[src/rtl/codifica_hamming_tx_if.sv]
// Word-in / codeword-out bus of the Hamming(15,11) serial transmitter.
// The slave side is the encoder; the master side feeds words and watches the line.
interface codifica_hamming_tx_if;
   logic [10:0] entrada;
   logic        entrada_valid;
   logic        entrada_ready;
   logic [3:0]  injeta_pos;
   logic [14:0] codigo;
   logic        codigo_valid;
   logic        tx;
   logic        ocupado;

   modport slave (
      input  entrada, entrada_valid, injeta_pos,
      output entrada_ready, codigo, codigo_valid, tx, ocupado
   );

   modport master (
      output entrada, entrada_valid, injeta_pos,
      input  entrada_ready, codigo, codigo_valid, tx, ocupado
   );
endinterface

[src/rtl/codifica_hamming_tx.sv]
// Hamming(15,11) encoder with optional single-bit error injection, a one-word
// holding buffer and a UART-style serializer (start, 15 bits LSB first, stop).
//
// state | meaning
// IDLE  | line high; loads the holding buffer into the shifter when it is full
// START | start bit (line low) for CLKS_PER_BIT cycles
// DATA  | codeword bits 0..14, each held for CLKS_PER_BIT cycles
// STOP  | stop bit (line high) for CLKS_PER_BIT cycles
module codifica_hamming_tx #(
   parameter int CLKS_PER_BIT = 4
) (
   input logic               clk,
   input logic               rst_n,
   codifica_hamming_tx_if.slave bus
);
   localparam int BW = $clog2(CLKS_PER_BIT) + 1;
   localparam logic [BW-1:0] BAUD_LAST = BW'(CLKS_PER_BIT - 1);

   typedef enum logic [1:0] {IDLE, START, DATA, STOP} state_t;

   state_t        state_q;
   logic [BW-1:0] baud_q;
   logic [3:0]    bit_q;
   logic [14:0]   shift_q;
   logic [14:0]   buf_q;
   logic          buf_full_q;
   logic          rdy_q;
   logic [14:0]   codigo_q;
   logic          codigo_valid_q;
   logic          tx_q;
   logic          ocupado_q;

   logic [14:0]   cw;
   logic [14:0]   flip;
   logic [14:0]   enc_d;
   logic          accept;
   logic          baud_end;

   always_comb begin
      cw        = '0;
      cw[2]     = bus.entrada[0];
      cw[6:4]   = bus.entrada[3:1];
      cw[14:8]  = bus.entrada[10:4];
      cw[0]     = cw[2] ^ cw[4] ^ cw[6] ^ cw[8] ^ cw[10] ^ cw[12] ^ cw[14];
      cw[1]     = cw[2] ^ cw[5] ^ cw[6] ^ cw[9] ^ cw[10] ^ cw[13] ^ cw[14];
      cw[3]     = cw[4] ^ cw[5] ^ cw[6] ^ cw[11] ^ cw[12] ^ cw[13] ^ cw[14];
      cw[7]     = ^cw[14:8];
      flip      = (bus.injeta_pos != 4'd0) ? (15'd1 << (bus.injeta_pos - 4'd1)) : 15'd0;
      enc_d     = cw ^ flip;
   end

   // rdy_q keeps ready low while reset is held and for the release cycle
   assign bus.entrada_ready = rdy_q & ~buf_full_q;
   assign accept            = bus.entrada_valid & bus.entrada_ready;
   assign baud_end          = (baud_q == BAUD_LAST);

   always_ff @(posedge clk or negedge rst_n) begin
      if (!rst_n) begin
         state_q        <= IDLE;
         baud_q         <= '0;
         bit_q          <= '0;
         shift_q        <= '0;
         buf_q          <= '0;
         buf_full_q     <= 1'b0;
         rdy_q          <= 1'b0;
         codigo_q       <= '0;
         codigo_valid_q <= 1'b0;
         tx_q           <= 1'b1;
         ocupado_q      <= 1'b0;
      end else begin
         rdy_q          <= 1'b1;
         codigo_valid_q <= 1'b0;
         if (accept) begin
            buf_q      <= enc_d;
            buf_full_q <= 1'b1;
         end
         case (state_q)
            IDLE: begin
               if (buf_full_q) begin
                  shift_q        <= buf_q;
                  codigo_q       <= buf_q;
                  codigo_valid_q <= 1'b1;
                  buf_full_q     <= 1'b0;
                  tx_q           <= 1'b0;
                  ocupado_q      <= 1'b1;
                  baud_q         <= '0;
                  state_q        <= START;
               end
            end
            START: begin
               if (baud_end) begin
                  baud_q  <= '0;
                  bit_q   <= '0;
                  tx_q    <= shift_q[0];
                  state_q <= DATA;
               end else begin
                  baud_q <= baud_q + 1'b1;
               end
            end
            DATA: begin
               if (baud_end) begin
                  baud_q <= '0;
                  if (bit_q == 4'd14) begin
                     tx_q    <= 1'b1;
                     state_q <= STOP;
                  end else begin
                     bit_q   <= bit_q + 4'd1;
                     shift_q <= {1'b0, shift_q[14:1]};
                     tx_q    <= shift_q[1];
                  end
               end else begin
                  baud_q <= baud_q + 1'b1;
               end
            end
            STOP: begin
               if (baud_end) begin
                  baud_q    <= '0;
                  ocupado_q <= 1'b0;
                  state_q   <= IDLE;
               end else begin
                  baud_q <= baud_q + 1'b1;
               end
            end
            default: state_q <= IDLE;
         endcase
      end
   end

   assign bus.codigo       = codigo_q;
   assign bus.codigo_valid = codigo_valid_q;
   assign bus.tx           = tx_q;
   assign bus.ocupado      = ocupado_q;
endmodule
[src/flat_wrapper.sv]
// flat-port wrapper written by rule: the top's interface ports become plain ports
module codifica_hamming_tx_flat 
#(
   parameter int CLKS_PER_BIT = 4
)
  (clk, rst_n, bus_entrada, bus_entrada_valid, bus_injeta_pos, bus_entrada_ready, bus_codigo, bus_codigo_valid, bus_tx, bus_ocupado);
  codifica_hamming_tx_if bus_i ();
  input logic clk;
  input logic rst_n;
  input wire logic [$bits(bus_i.entrada)-1:0] bus_entrada;
  input wire logic [$bits(bus_i.entrada_valid)-1:0] bus_entrada_valid;
  input wire logic [$bits(bus_i.injeta_pos)-1:0] bus_injeta_pos;
  output wire logic [$bits(bus_i.entrada_ready)-1:0] bus_entrada_ready;
  output wire logic [$bits(bus_i.codigo)-1:0] bus_codigo;
  output wire logic [$bits(bus_i.codigo_valid)-1:0] bus_codigo_valid;
  output wire logic [$bits(bus_i.tx)-1:0] bus_tx;
  output wire logic [$bits(bus_i.ocupado)-1:0] bus_ocupado;
  assign bus_i.entrada = bus_entrada;
  assign bus_i.entrada_valid = bus_entrada_valid;
  assign bus_i.injeta_pos = bus_injeta_pos;
  assign bus_entrada_ready = bus_i.entrada_ready;
  assign bus_codigo = bus_i.codigo;
  assign bus_codigo_valid = bus_i.codigo_valid;
  assign bus_tx = bus_i.tx;
  assign bus_ocupado = bus_i.ocupado;
  codifica_hamming_tx #(.CLKS_PER_BIT(CLKS_PER_BIT)) u_core (.clk(clk), .rst_n(rst_n), .bus(bus_i));
endmodule
[config.mk]
export PLATFORM = sky130hd
export DESIGN_NAME = codifica_hamming_tx_flat
export DESIGN_NICKNAME = d
export VERILOG_FILES = /design/src/rtl/codifica_hamming_tx_if.sv /design/src/rtl/codifica_hamming_tx.sv /design/src/flat_wrapper.sv
export SDC_FILE = /design/constraint.sdc
export NUM_CORES = 1
export LEC_CHECK = 0
export ABC_AREA = 1
export BUFFER_PORTS_ARGS = -buffer_cell sky130_fd_sc_hd__buf_2
export CAP_MARGIN = 20
export CORE_MARGIN = 5
export CORE_UTILIZATION = 53
export DETAILED_ROUTE_END_ITERATION = 8
export GPL_ROUTABILITY_DRIVEN = 0
export HOLD_SLACK_MARGIN = 0.02
export PLACE_DENSITY_LB_ADDON = 0.15
export SLEW_MARGIN = 15
export SYNTH_ARGS = -nofsm -noshare
export SYNTH_HDL_FRONTEND = slang
export SYNTH_SLANG_ARGS = --single-unit
[constraint.sdc]
create_clock -name clk -period 1.5 [get_ports clk]
set_input_delay 0.45 -clock clk [delete_from_list [all_inputs] [get_ports clk]]
set_output_delay 0.45 -clock clk [all_outputs]
set_load 0.01 [all_outputs]
==> impl_metrics.prom, run 1 <==
# TYPE chip_impl_metric gauge
chip_impl_metric{name="timing.critical_path.required",unit="ns"} 1.76
chip_impl_metric{name="timing.final.setup_violations",unit=""} 16
chip_impl_metric{name="die_height",unit="um"} 88.0
chip_impl_metric{name="post-route-drc-count",unit=""} 0
chip_impl_metric{name="post_route_cells_drive_above_1_share",unit="%"} 22.2
chip_impl_info{name="setup.worst_path.start",value="u_core.state_q[1]$_DFFE_PN0P_"} 1
chip_impl_metric{name="cts_num_sinks",unit=""} 59
chip_impl_metric{name="post-place-cells",unit=""} 567
chip_impl_metric{name="synth-seq-cells",unit=""} 59
chip_impl_info{name="grt_setup_unrepaired",value="true"} 1
chip_impl_info{name="timing.critical_path.to_type",value="flip-flop"} 1
chip_impl_metric{name="ys_types",unit=""} 27
chip_impl_metric{name="power.leakage",unit="nW"} 2.18
chip_impl_metric{name="design.die.area",unit="um^2"} 7740
chip_impl_metric{name="gr-total-overflow",unit=""} 0
chip_impl_info{name="ys.flop_type",value="sky130_fd_sc_hd__dfrtp_1"} 1
chip_impl_metric{name="placement_stage_worst_setup_slack",unit="ns"} -0.140
chip_impl_metric{name="via_count_of_the_first_global_routing_pass",unit=""} 2747
chip_impl_metric{name="skew",unit="ns"} 0.0101
chip_impl_metric{name="synthXorXnorAreaFrac",unit="%"} 4.07
chip_impl_metric{name="initial_antenna_violation_count",unit=""} 0
chip_impl_info{name="violations",value="negative setup slack"} 1
chip_impl_info{name="synth_top_family_by_area",value="simple AND/OR/NAND/NOR gates"} 1
chip_impl_metric{name="place_area",unit="um^2"} 3670
chip_impl_metric{name="global_route.usage.total",unit="%"} 20.8
chip_impl_metric{name="clock_insertion_delay_worst_skew",unit="ns"} 0.34
chip_impl_metric{name="route.vias.total",unit=""} 2957
chip_impl_metric{name="ant_nets",unit=""} 0
chip_impl_metric{name="nNetsFinal",unit=""} 537
chip_impl_metric{name="timing.max_cap.violations",unit=""} 0
chip_impl_info{name="criticalPathCategory",value="reg -> reg"} 1
chip_impl_metric{name="fin_cells",unit=""} 592
chip_impl_metric{name="reg2reg_setup_slack",unit="ns"} -0.08
chip_impl_metric{name="async_reset_ff_share",unit="%"} 100
chip_impl_metric{name="core_area",unit="um^2"} 5920
chip_impl_metric{name="route.detailed.wl_per_inst",unit="um"} 12.8
chip_impl_metric{name="postCtsHoldBufs",unit=""} 0
chip_impl_metric{name="htree_levels",unit=""} 3
chip_impl_metric{name="path_clk_slew",unit="ns"} 0.07
chip_impl_metric{name="synth_enable_flop_cells",unit=""} 0
chip_impl_metric{name="ff2ff_path_depth",unit=""} 10
chip_impl_metric{name="drt_iter0_drc",unit=""} 174
chip_impl_metric{name="power",unit="mW"} 3.91
chip_impl_metric{name="syn2layout_area_growth",unit="%"} 28.2
chip_impl_metric{name="final_hold_viol_count",unit=""} 0
chip_impl_info{name="worst_setup_sp_type",value="flip-flop"} 1
chip_impl_metric{name="synth.mux.area_fraction",unit="%"} 0
chip_impl_metric{name="drtPass1Iterations",unit=""} 4
chip_impl_metric{name="final_cell_area",unit="um^2"} 4130
chip_impl_metric{name="crit_arrival",unit="ns"} 1.84
chip_impl_info{name="r2r_start",value="u_core.state_q[1]$_DFFE_PN0P_"} 1
chip_impl_metric{name="cts_max_path_bufs",unit=""} 2
chip_impl_metric{name="insertedDiodeCount",unit=""} 0
chip_impl_metric{name="synth_area",unit="um^2"} 3220
chip_impl_metric{name="post_synth_and_or_nand_nor_area_fraction",unit="%"} 25.7
chip_impl_metric{name="initial_utilization",unit="%"} 54.5
chip_impl_metric{name="floorplan.die.width",unit="um"} 88.0
chip_impl_metric{name="setup_ws",unit="ns"} -0.0796
chip_impl_metric{name="number_of_synthesis_warnings",unit=""} 0
chip_impl_metric{name="avgSynthCellArea",unit="um^2"} 7.25
chip_impl_metric{name="floorplan.io_pins",unit=""} 37
chip_impl_metric{name="utilization",unit="%"} 69.8
chip_impl_info{name="worstHoldPathType",value="in -> async"} 1
chip_impl_metric{name="power.density",unit="nW/um^2"} 947
chip_impl_metric{name="wire_length_of_the_first_global_routing_pass",unit="um"} 12600
chip_impl_metric{name="path_max_fanout",unit=""} 8
chip_impl_metric{name="period_needed",unit="ns"} 1.58
chip_impl_metric{name="synth_fa_ha_area_share",unit="%"} 2.72
chip_impl_info{name="clk_root_buffer_cell",value="sky130_fd_sc_hd__clkbuf_8"} 1
chip_impl_metric{name="layout_worst_path_cycle_share",unit="%"} 105
chip_impl_info{name="critical_path.endpoint",value="u_core.shift_q[1]$_DFFE_PN0P_"} 1
chip_impl_metric{name="clock.fmax",unit="MHz"} 633
chip_impl_info{name="result_of_the_run",value="finished with violations"} 1
chip_impl_metric{name="number_of_buffers_created_by_cts",unit=""} 9
chip_impl_metric{name="fin_worst_hold_slack",unit="ns"} 0.109
chip_impl_metric{name="timing.setup.tns",unit="ns"} -0.865
chip_impl_metric{name="port_buffers",unit=""} 36
chip_impl_metric{name="hpwlAfterDp",unit="um"} 5180
chip_impl_info{name="cts_tree",value="built"} 1
chip_impl_metric{name="finalWirelength",unit="um"} 7560
chip_impl_metric{name="synth-compound-area-share",unit="%"} 12.1
chip_impl_metric{name="ir_worst_vdd",unit="mV"} 0.521
chip_impl_metric{name="seq_area_frac_synth",unit="%"} 45.8
chip_impl_metric{name="synth_nets",unit=""} 470
chip_impl_metric{name="timing_max_transition_violations_final",unit=""} 0
chip_impl_metric{name="grt_max_degree",unit=""} 60
chip_impl_metric{name="via_density",unit=""} 4.99
chip_impl_metric{name="cell_rows",unit=""} 28
chip_impl_metric{name="syn-instance-count",unit=""} 445
chip_impl_info{name="r2r-end",value="u_core.shift_q[1]$_DFFE_PN0P_"} 1
per-layer routing:
layer,vias to the layer above,GRT usage [%],share of wire [%],wire length [um]
met5,-,0,0,0
met4,0,8.79,1.4,108
met3,10,3.67,5.2,395
met2,60,32.5,48,3640
met1,1371,28.6,45,3410
li1,1516,-,-,-
repair_timing:
action,4_1_cts,5_1_grt
buffers inserted,2,6
endpoints found under the hold margin,0,0
pin swaps,3,7
resized for setup,22,27
setup endpoints to repair,21,33
cloned,1,1
cells in the final DEF (no fill, tap or decap), drive strengths merged:
| cell type | netlist | layout |
|---|---|---|
| nand2 | 165 | 165 |
| inv | 67 | 67 |
| buf | 5 | 67 |
| o21ai | 64 | 64 |
| dfrtp | 58 | 58 |
| nor2 | 20 | 20 |
| nand3 | 20 | 20 |
| xor2 | 13 | 13 |
| clkbuf | 7 | 11 |
| ha | 7 | 7 |
| clkinvlp | 0 | 4 |
| a21oi | 3 | 3 |
| xnor2 | 2 | 2 |
| nand4 | 2 | 2 |
| nor3 | 2 | 2 |
| o31ai | 2 | 2 |
| or2 | 1 | 1 |
| o22ai | 1 | 1 |
| a32o | 1 | 1 |
| a31o | 1 | 1 |
| o211ai | 1 | 1 |
| a211oi | 1 | 1 |
| clkinv | 0 | 1 |
| bufinv | 0 | 1 |
| dfstp | 1 | 1 |
| conb | 1 | 1 |
logic make-up after synthesis:
| logic type | after synthesis |
|---|---|
| flip-flops | 59 |
| AND/OR/NAND/NOR | 210 |
| adder cells (fa/ha/maj) | 7 |
| XOR/XNOR | 15 |
| other | 1 |
| AO/OA/AOI/OAI | 74 |
| buffers and inverters | 79 |
synth_stat cells (2+ instances only):
master | n | area, um^2
sky130_fd_sc_hd__dfrtp_1 | 58 | 1450
sky130_fd_sc_hd__nand3_1 | 20 | 100
sky130_fd_sc_hd__a21oi_1 | 3 | 15.0
sky130_fd_sc_hd__nor2_1 | 20 | 75.1
sky130_fd_sc_hd__o21ai_1 | 15 | 75.1
sky130_fd_sc_hd__o31ai_1 | 2 | 15.0
sky130_fd_sc_hd__clkbuf_1 | 7 | 26.3
sky130_fd_sc_hd__nand4_1 | 2 | 12.5
sky130_fd_sc_hd__inv_2 | 2 | 7.51
sky130_fd_sc_hd__inv_1 | 65 | 244
sky130_fd_sc_hd__o21ai_0 | 49 | 245
sky130_fd_sc_hd__xor2_1 | 13 | 114
sky130_fd_sc_hd__buf_2 | 4 | 20.0
sky130_fd_sc_hd__xnor2_1 | 2 | 17.5
sky130_fd_sc_hd__nand2_1 | 165 | 619
sky130_fd_sc_hd__ha_1 | 7 | 87.6
how the worst min path moves through the flow:
stage,start,end,cells past startpoint
floorplan,rst_n,u_core.baud_q[0]$_DFFE_PN0P_,0
global placement,u_core.bus.codigo[4]$_DFFE_PN0P_,u_core.bus.codigo[4]$_DFFE_PN0P_,2
detailed placement,u_core.bus.codigo[2]$_DFFE_PN0P_,u_core.bus.codigo[2]$_DFFE_PN0P_,2
CTS,rst_n,u_core.baud_q[1]$_DFFE_PN0P_,2
global route,rst_n,u_core.bit_q[0]$_DFFE_PN0P_,2
finish,rst_n,u_core.bit_q[0]$_DFFE_PN0P_,2
final cells by class:
| class | count | area [um^2] |
|---|---|---|
| flip-flops and latches | 59 | 1480 |
| clock buffers | 10 | 138 |
| inverters | 67 | 262 |
| fillers | 479 | 1790 |
| clock inverters | 6 | 65.1 |
| well taps | 75 | 93.8 |
| multi-input cells | 307 | 1580 |
| repair buffers | 68 | 519 |
where the power goes:
group	internal [mW]	switching [mW]	total [mW]
clock network	0.808	0.655	1.46
logic	0.193	0.381	0.574
registers	1.77	0.110	1.88
state kept, by name, indices dropped and copies added (netlist names):
signal                   flops
u_core.rdy_q                 1
u_core.bit_q                 4
u_core.bus.tx                1
u_core.buf_full_q            1
u_core.bus.codigo           15
u_core.baud_q                3
u_core.shift_q              15
u_core.state_q               2
u_core.buf_q                15
u_core.bus.ocupado           1
u_core.bus.codigo_valid      1
worst max-delay path: stages, from the launching register on:
cell and delay (ns):
sky130_fd_sc_hd__dfrtp_1 0.44, sky130_fd_sc_hd__inv_2 0.12, sky130_fd_sc_hd__ha_4 0.17, sky130_fd_sc_hd__inv_4 0.05, sky130_fd_sc_hd__nand2_4 0.06, sky130_fd_sc_hd__inv_4 0.04
sky130_fd_sc_hd__nor3_4 0.17, sky130_fd_sc_hd__buf_6 0.16, sky130_fd_sc_hd__buf_12 0.14, sky130_fd_sc_hd__nand2_1 0.06, sky130_fd_sc_hd__o21ai_1 0.08
No activity file was read; power rests on OpenSTA's default activity.
==> run 2, diff against run 1 <==
--- a/config.mk
+++ b/config.mk
@@ -9,11 +9,12 @@
 export BUFFER_PORTS_ARGS = -buffer_cell sky130_fd_sc_hd__buf_2
 export CAP_MARGIN = 20
 export CORE_MARGIN = 5
-export CORE_UTILIZATION = 53
+export CORE_UTILIZATION = 45
 export DETAILED_ROUTE_END_ITERATION = 8
 export GPL_ROUTABILITY_DRIVEN = 0
 export HOLD_SLACK_MARGIN = 0.02
 export PLACE_DENSITY_LB_ADDON = 0.15
+export REMOVE_ABC_BUFFERS = 1
 export SLEW_MARGIN = 15
 export SYNTH_ARGS = -nofsm -noshare
 export SYNTH_HDL_FRONTEND = slang
==> impl_metrics.prom, run 2 (synthesis results as in run 1) <==
# TYPE chip_impl_metric gauge
chip_impl_info{name="result_of_the_run",value="complete, no violations"} 1
chip_impl_metric{name="post-route-drc-count",unit=""} 0
chip_impl_metric{name="power.leakage",unit="nW"} 2.15
chip_impl_metric{name="skew",unit="ns"} 0.0138
chip_impl_metric{name="path_clk_slew",unit="ns"} 0.07
chip_impl_metric{name="port_buffers",unit=""} 36
chip_impl_metric{name="cell_rows",unit=""} 30
chip_impl_info{name="r2r_start",value="u_core.baud_q[0]$_DFFE_PN0P_"} 1
chip_impl_metric{name="hpwlAfterDp",unit="um"} 5300
chip_impl_metric{name="number_of_buffers_created_by_cts",unit=""} 9
chip_impl_metric{name="route.vias.total",unit=""} 2875
chip_impl_metric{name="finalWirelength",unit="um"} 7120
chip_impl_metric{name="ir_worst_vdd",unit="mV"} 0.410
chip_impl_metric{name="syn2layout_area_growth",unit="%"} 25.8
chip_impl_info{name="setup.worst_path.start",value="u_core.baud_q[0]$_DFFE_PN0P_"} 1
chip_impl_metric{name="period_needed",unit="ns"} 1.49
chip_impl_metric{name="initial_utilization",unit="%"} 46.9
chip_impl_metric{name="layout_worst_path_cycle_share",unit="%"} 99.3
chip_impl_info{name="r2r-end",value="u_core.shift_q[12]$_DFFE_PN0P_"} 1
chip_impl_metric{name="ff2ff_path_depth",unit=""} 9
chip_impl_metric{name="cts_num_sinks",unit=""} 59
chip_impl_metric{name="design.die.area",unit="um^2"} 8960
chip_impl_info{name="top_signal_layer_used",value="met4"} 1
chip_impl_metric{name="via_density",unit=""} 4.70
chip_impl_metric{name="cts_max_path_bufs",unit=""} 2
chip_impl_metric{name="htree_levels",unit=""} 3
chip_impl_metric{name="insertedDiodeCount",unit=""} 0
chip_impl_metric{name="timing.final.setup_violations",unit=""} 0
chip_impl_metric{name="crit_arrival",unit="ns"} 1.71
chip_impl_metric{name="wire_length_of_the_first_global_routing_pass",unit="um"} 12200
chip_impl_metric{name="register_area",unit="um^2"} 1480
chip_impl_metric{name="reg2reg_setup_slack",unit="ns"} 0.01
chip_impl_metric{name="timing.max_cap.violations",unit=""} 0
chip_impl_metric{name="ant_nets",unit=""} 0
chip_impl_info{name="grt_setup_unrepaired",value="true"} 1
chip_impl_metric{name="placement_stage_worst_setup_slack",unit="ns"} -0.0462
chip_impl_info{name="final_common_cell",value="sky130_fd_sc_hd__nand2_1"} 1
chip_impl_metric{name="power.density",unit="nW/um^2"} 940
chip_impl_metric{name="fin_worst_hold_slack",unit="ns"} 0.0445
chip_impl_metric{name="gr-total-overflow",unit=""} 0
chip_impl_info{name="clk_root_buffer_cell",value="sky130_fd_sc_hd__clkbuf_8"} 1
chip_impl_metric{name="route.met3.wl",unit="um"} 293
chip_impl_info{name="worstHoldPathType",value="in -> async"} 1
chip_impl_metric{name="floorplan.die.width",unit="um"} 94.6
chip_impl_info{name="cts_tree",value="built"} 1
chip_impl_metric{name="final_hold_viol_count",unit=""} 0
chip_impl_metric{name="drtPass1Iterations",unit=""} 5
chip_impl_metric{name="met2_wirelength",unit="um"} 3460
chip_impl_info{name="final_cell_mix",value="159 x sky130_fd_sc_hd__nand2_1, 61 x sky130_fd_sc_hd__inv_1, 57 x sky130_fd_sc_hd__dfrtp_1"} 1
chip_impl_metric{name="route.detailed.wl_per_inst",unit="um"} 11.6
chip_impl_metric{name="die_height",unit="um"} 94.6
chip_impl_metric{name="via_count_of_the_first_global_routing_pass",unit=""} 2756
chip_impl_metric{name="post_route_cells_drive_above_1_share",unit="%"} 21.1
chip_impl_metric{name="area_of_the_multi_input_gates",unit="um^2"} 1540
chip_impl_metric{name="initial_antenna_violation_count",unit=""} 0
chip_impl_metric{name="floorplan.io_pins",unit=""} 37
chip_impl_metric{name="utilization",unit="%"} 59.1
chip_impl_metric{name="postCtsHoldBufs",unit=""} 0
chip_impl_info{name="criticalPathCategory",value="reg -> reg"} 1
chip_impl_metric{name="grt_max_degree",unit=""} 26
chip_impl_metric{name="core_area",unit="um^2"} 6870
chip_impl_info{name="worst_setup_sp_type",value="flip-flop"} 1
chip_impl_metric{name="setup_ws",unit="ns"} 0.0111
chip_impl_metric{name="clock_insertion_delay_worst_skew",unit="ns"} 0.33
chip_impl_metric{name="global_route.usage.total",unit="%"} 17.4
chip_impl_metric{name="drt_iter0_drc",unit=""} 142
chip_impl_metric{name="path_max_fanout",unit=""} 7
chip_impl_info{name="timing.critical_path.to_type",value="flip-flop"} 1
chip_impl_metric{name="timing_max_transition_violations_final",unit=""} 0
chip_impl_metric{name="wl_met1",unit="um"} 3260
chip_impl_metric{name="timing.critical_path.required",unit="ns"} 1.72
chip_impl_metric{name="nNetsFinal",unit=""} 536
chip_impl_metric{name="fillerInstances",unit=""} 650
chip_impl_metric{name="clock.fmax",unit="MHz"} 672
==> run 2: critical path, stage by stage (launching register included) <==
cell                      delay (ns)
sky130_fd_sc_hd__dfrtp_1        0.40
sky130_fd_sc_hd__ha_1           0.23
sky130_fd_sc_hd__nand2_2        0.08
sky130_fd_sc_hd__inv_2          0.06
sky130_fd_sc_hd__a21oi_4        0.17
sky130_fd_sc_hd__nor3_4         0.06
sky130_fd_sc_hd__buf_6          0.13
sky130_fd_sc_hd__buf_6          0.13
sky130_fd_sc_hd__nand2_1        0.06
sky130_fd_sc_hd__o21ai_1        0.06
==> run 2: power breakdown <==
group          total, mW  internal (mW)  switching [mW]
Sequential          1.88           1.77           0.109
Combinational      0.542          0.194           0.349
Clock               1.39          0.809           0.585
==> run 2: worst max path at each step <==
stage,end,slack [ns],cells after the start
after global placement,u_core.state_q[0]$_DFFE_PN0P_,-0.006,6
after detailed placement,u_core.shift_q[1]$_DFFE_PN0P_,-0.05,9
after floorplan,u_core.shift_q[14]$_DFFE_PN0P_,-1.13,8
final,u_core.shift_q[12]$_DFFE_PN0P_,0.01,9
after CTS,u_core.shift_q[6]$_DFFE_PN0P_,-0.003,10
after global routing,u_core.shift_q[8]$_DFFE_PN0P_,-0.07,9
==> run 2: per-stage QoR <==
stage | power [mW] | area (um^2) | std cells | TNS (ns)
after floorplan | 2.21 | 3170 | 433 | -17.99
after detailed placement | 2.45 | 3700 | 590 | -0.557
after global placement | 2.43 | 3700 | 590 | -0.00583
after CTS | 3.86 | 3950 | 609 | -0.00301
after global routing | 4.05 | 4060 | 612 | -0.731
final | 3.81 | 4060 | 612 | 0
==> run 2: area by class of cell <==
type,instances,share of cell area (%)
clock buffers,13,3.67
clock inverters,3,0.987
inverters,67,6.20
multi-input cells,307,38.1
flip-flops and latches,59,36.5
well taps,96,2.96
repair buffers,67,11.7
==> run 2: metal layers <==
metal  vias to the layer above  GRT usage, %
li1                       1521             -
met1                      1302          21.7
met2                        44          29.4
met3                         8          3.75
met4                         0          6.49
met5                         -             0
==> run 2: what timing repair did <==
action / CTS / global route
setup endpoints to repair: 20 / 23
setup buffers: 1 / 3
resized for setup: 19 / 25
cloned: 2 / 0
pin swaps: 3 / 9
==> run 3, diff against run 2 <==
--- a/config.mk
+++ b/config.mk
@@ -13,7 +13,7 @@
 export DETAILED_ROUTE_END_ITERATION = 8
 export GPL_ROUTABILITY_DRIVEN = 0
 export HOLD_SLACK_MARGIN = 0.02
-export PLACE_DENSITY_LB_ADDON = 0.15
+export PLACE_DENSITY = 0.67
 export REMOVE_ABC_BUFFERS = 1
 export SLEW_MARGIN = 15
 export SYNTH_ARGS = -nofsm -noshare
==> impl_metrics.prom, run 3 (synthesis results as in run 1) <==
# TYPE chip_impl_metric gauge
chip_impl_metric{name="route.vias.total",unit=""} 2949
chip_impl_metric{name="timing.final.setup_violations",unit=""} 15
chip_impl_metric{name="nNetsFinal",unit=""} 538
chip_impl_info{name="violations",value="negative setup slack"} 1
chip_impl_info{name="setup.worst_path.start",value="u_core.state_q[1]$_DFFE_PN0P_"} 1
chip_impl_metric{name="port_buffers",unit=""} 36
chip_impl_info{name="result_of_the_run",value="finished with violations"} 1
chip_impl_metric{name="post-route-drc-count",unit=""} 0
chip_impl_metric{name="final_hold_viol_count",unit=""} 0
chip_impl_metric{name="via_count_of_the_first_global_routing_pass",unit=""} 2829
chip_impl_info{name="grt_setup_unrepaired",value="true"} 1
chip_impl_metric{name="power.density",unit="nW/um^2"} 940
chip_impl_info{name="worstHoldPathType",value="in -> reg"} 1
chip_impl_info{name="final_common_cell",value="sky130_fd_sc_hd__nand2_1"} 1
chip_impl_metric{name="cell_rows",unit=""} 30
chip_impl_info{name="criticalPathCategory",value="reg -> reg"} 1
chip_impl_metric{name="post_route_cells_drive_above_1_share",unit="%"} 22.8
chip_impl_info{name="r2r-end",value="u_core.shift_q[0]$_DFFE_PN0P_"} 1
chip_impl_metric{name="place_area",unit="um^2"} 3650
chip_impl_metric{name="syn2layout_area_growth",unit="%"} 27.1
chip_impl_metric{name="drt_iter0_drc",unit=""} 159
chip_impl_metric{name="clock_insertion_delay_worst_skew",unit="ns"} 0.34
chip_impl_metric{name="number_of_buffers_created_by_cts",unit=""} 9
chip_impl_metric{name="die_height",unit="um"} 94.6
chip_impl_metric{name="reg2reg_setup_slack",unit="ns"} -0.06
chip_impl_metric{name="path_max_fanout",unit=""} 8
chip_impl_info{name="r2r_start",value="u_core.state_q[1]$_DFFE_PN0P_"} 1
chip_impl_metric{name="period_needed",unit="ns"} 1.56
chip_impl_metric{name="ir_worst_vdd",unit="mV"} 0.501
chip_impl_info{name="final_cell_mix",value="155 x sky130_fd_sc_hd__nand2_1, 59 x sky130_fd_sc_hd__inv_1, 58 x sky130_fd_sc_hd__dfrtp_1"} 1
chip_impl_metric{name="grt_max_degree",unit=""} 30
chip_impl_metric{name="setup_ws",unit="ns"} -0.0575
chip_impl_metric{name="insertedDiodeCount",unit=""} 0
chip_impl_metric{name="p_sw",unit="mW"} 1.08
chip_impl_metric{name="ff2ff_path_depth",unit=""} 8
chip_impl_metric{name="post-place-cells",unit=""} 585
chip_impl_metric{name="global_route.usage.total",unit="%"} 17.9
chip_impl_metric{name="internal_power",unit="mW"} 2.77
chip_impl_metric{name="finalWirelength",unit="um"} 7380
chip_impl_metric{name="clock.fmax",unit="MHz"} 642
chip_impl_metric{name="fin_cells",unit=""} 614
chip_impl_metric{name="fillerInstances",unit=""} 617
chip_impl_info{name="critical_path.endpoint",value="u_core.shift_q[0]$_DFFE_PN0P_"} 1
chip_impl_metric{name="p_sw_share",unit="%"} 28.0
chip_impl_metric{name="share_seq_of_total_power",unit="%"} 48.7
chip_impl_info{name="timing.critical_path.to_type",value="flip-flop"} 1
chip_impl_info{name="clk_root_buffer_cell",value="sky130_fd_sc_hd__clkbuf_8"} 1
chip_impl_metric{name="design.die.area",unit="um^2"} 8960
chip_impl_metric{name="gr-total-overflow",unit=""} 0
chip_impl_metric{name="hpwlAfterDp",unit="um"} 5150
chip_impl_metric{name="floorplan.io_pins",unit=""} 37
chip_impl_metric{name="timing_max_transition_violations_final",unit=""} 0
chip_impl_metric{name="timing.max_cap.violations",unit=""} 0
chip_impl_metric{name="htree_levels",unit=""} 3
chip_impl_metric{name="initial_antenna_violation_count",unit=""} 0
chip_impl_metric{name="drtPass1Iterations",unit=""} 4
chip_impl_metric{name="initial_utilization",unit="%"} 46.9
chip_impl_metric{name="cts_max_path_bufs",unit=""} 2
chip_impl_metric{name="power.leakage",unit="nW"} 2.18
chip_impl_metric{name="final_cell_area",unit="um^2"} 4100
chip_impl_metric{name="timing.critical_path.required",unit="ns"} 1.76
chip_impl_info{name="cts_tree",value="built"} 1
chip_impl_metric{name="ant_nets",unit=""} 0
chip_impl_metric{name="floorplan.die.width",unit="um"} 94.6
chip_impl_metric{name="route.detailed.wl_per_inst",unit="um"} 12.0
chip_impl_metric{name="pwr-share-comb",unit="%"} 14.2
chip_impl_metric{name="skew",unit="ns"} 0.0113
chip_impl_metric{name="path_clk_slew",unit="ns"} 0.07
chip_impl_info{name="worst_setup_sp_type",value="flip-flop"} 1
chip_impl_metric{name="cts_num_sinks",unit=""} 59
chip_impl_metric{name="crit_arrival",unit="ns"} 1.82
chip_impl_metric{name="wire_length_of_the_first_global_routing_pass",unit="um"} 12600
chip_impl_metric{name="via_density",unit=""} 4.80
chip_impl_metric{name="layout_worst_path_cycle_share",unit="%"} 104
chip_impl_metric{name="clockPowerShare",unit="%"} 37.1
chip_impl_metric{name="core_area",unit="um^2"} 6870
run 3: power groups by stage:
stage	Sequential [mW]	Combinational [mW]	Clock, mW
global placement	1.89	0.541	0
floorplan	1.86	0.348	0
detailed placement	1.90	0.546	0
global route	1.90	0.651	1.54
finish	1.87	0.547	1.43
CTS	1.87	0.554	1.46
run 3: layout make-up:
class	count	area [um^2]	share of cell area, %
sequential	59	1480	36.1
timing repair buffer	69	489	11.9
tap	96	120	2.93
inverter	67	256	6.26
clock buffer	11	141	3.45
clock inverter	5	52.6	1.28
multi-input combinational	307	1560	38.1
run 3: timing repair:
action                     CTS  global route
hold endpoints to repair    10             0
gates cloned                 2             0
pin swaps                    2             6
setup endpoints to repair   22            23
setup buffers                3             7
resized for setup           19            34
hold buffers                 1             0
run 3: worst min path at each step:
stage	from	end	cells after the start
CTS	bus_entrada_valid	u_core.buf_full_q$_DFF_PN0_	3
global placement	rst_n	u_core.bus.codigo_valid$_DFF_PN0_	1
finish	bus_entrada_valid	u_core.buf_full_q$_DFF_PN0_	3
global route	bus_entrada_valid	u_core.buf_full_q$_DFF_PN0_	3
floorplan	rst_n	u_core.baud_q[0]$_DFFE_PN0P_	0
detailed placement	rst_n	u_core.bus.codigo_valid$_DFF_PN0_	1
run 3: worst max-delay path, cell delays in order, from the launching register on:
cell	delay, ns
sky130_fd_sc_hd__dfrtp_1	0.41
sky130_fd_sc_hd__buf_6	0.13
sky130_fd_sc_hd__ha_4	0.17
sky130_fd_sc_hd__inv_6	0.08
sky130_fd_sc_hd__a21oi_4	0.04
sky130_fd_sc_hd__nor3_4	0.31
sky130_fd_sc_hd__buf_6	0.20
sky130_fd_sc_hd__nand2_2	0.05
sky130_fd_sc_hd__o21ai_1	0.08
run 3: per-stage QoR:
step | setup slack, ns | util (%) | power [mW] | TNS (ns) | hold WS (ns)
3_5_place_dp | -0.117 | 53.1 | 2.45 | -1.24 | 0.382
6_report | -0.0575 | 59.7 | 3.85 | -0.361 | 0.467
3_3_place_gp | -0.0105 | 53.1 | 2.43 | -0.0657 | 0.384
5_1_grt | -0.132 | 59.7 | 4.09 | -1.94 | 0.479
2_1_floorplan | -1.13 | - | 2.21 | -17.99 | 0.154
4_1_cts | -0.0442 | 57.4 | 3.89 | -0.263 | 0.452
run 3: per-layer routing:
layer	GRT usage [%]	part of all wire, %	wire [um]
met1	22.0	45	3300
met4	7.69	2.1	153
met5	0	0	0
met3	3.67	4.0	297
met2	30.4	49	3630
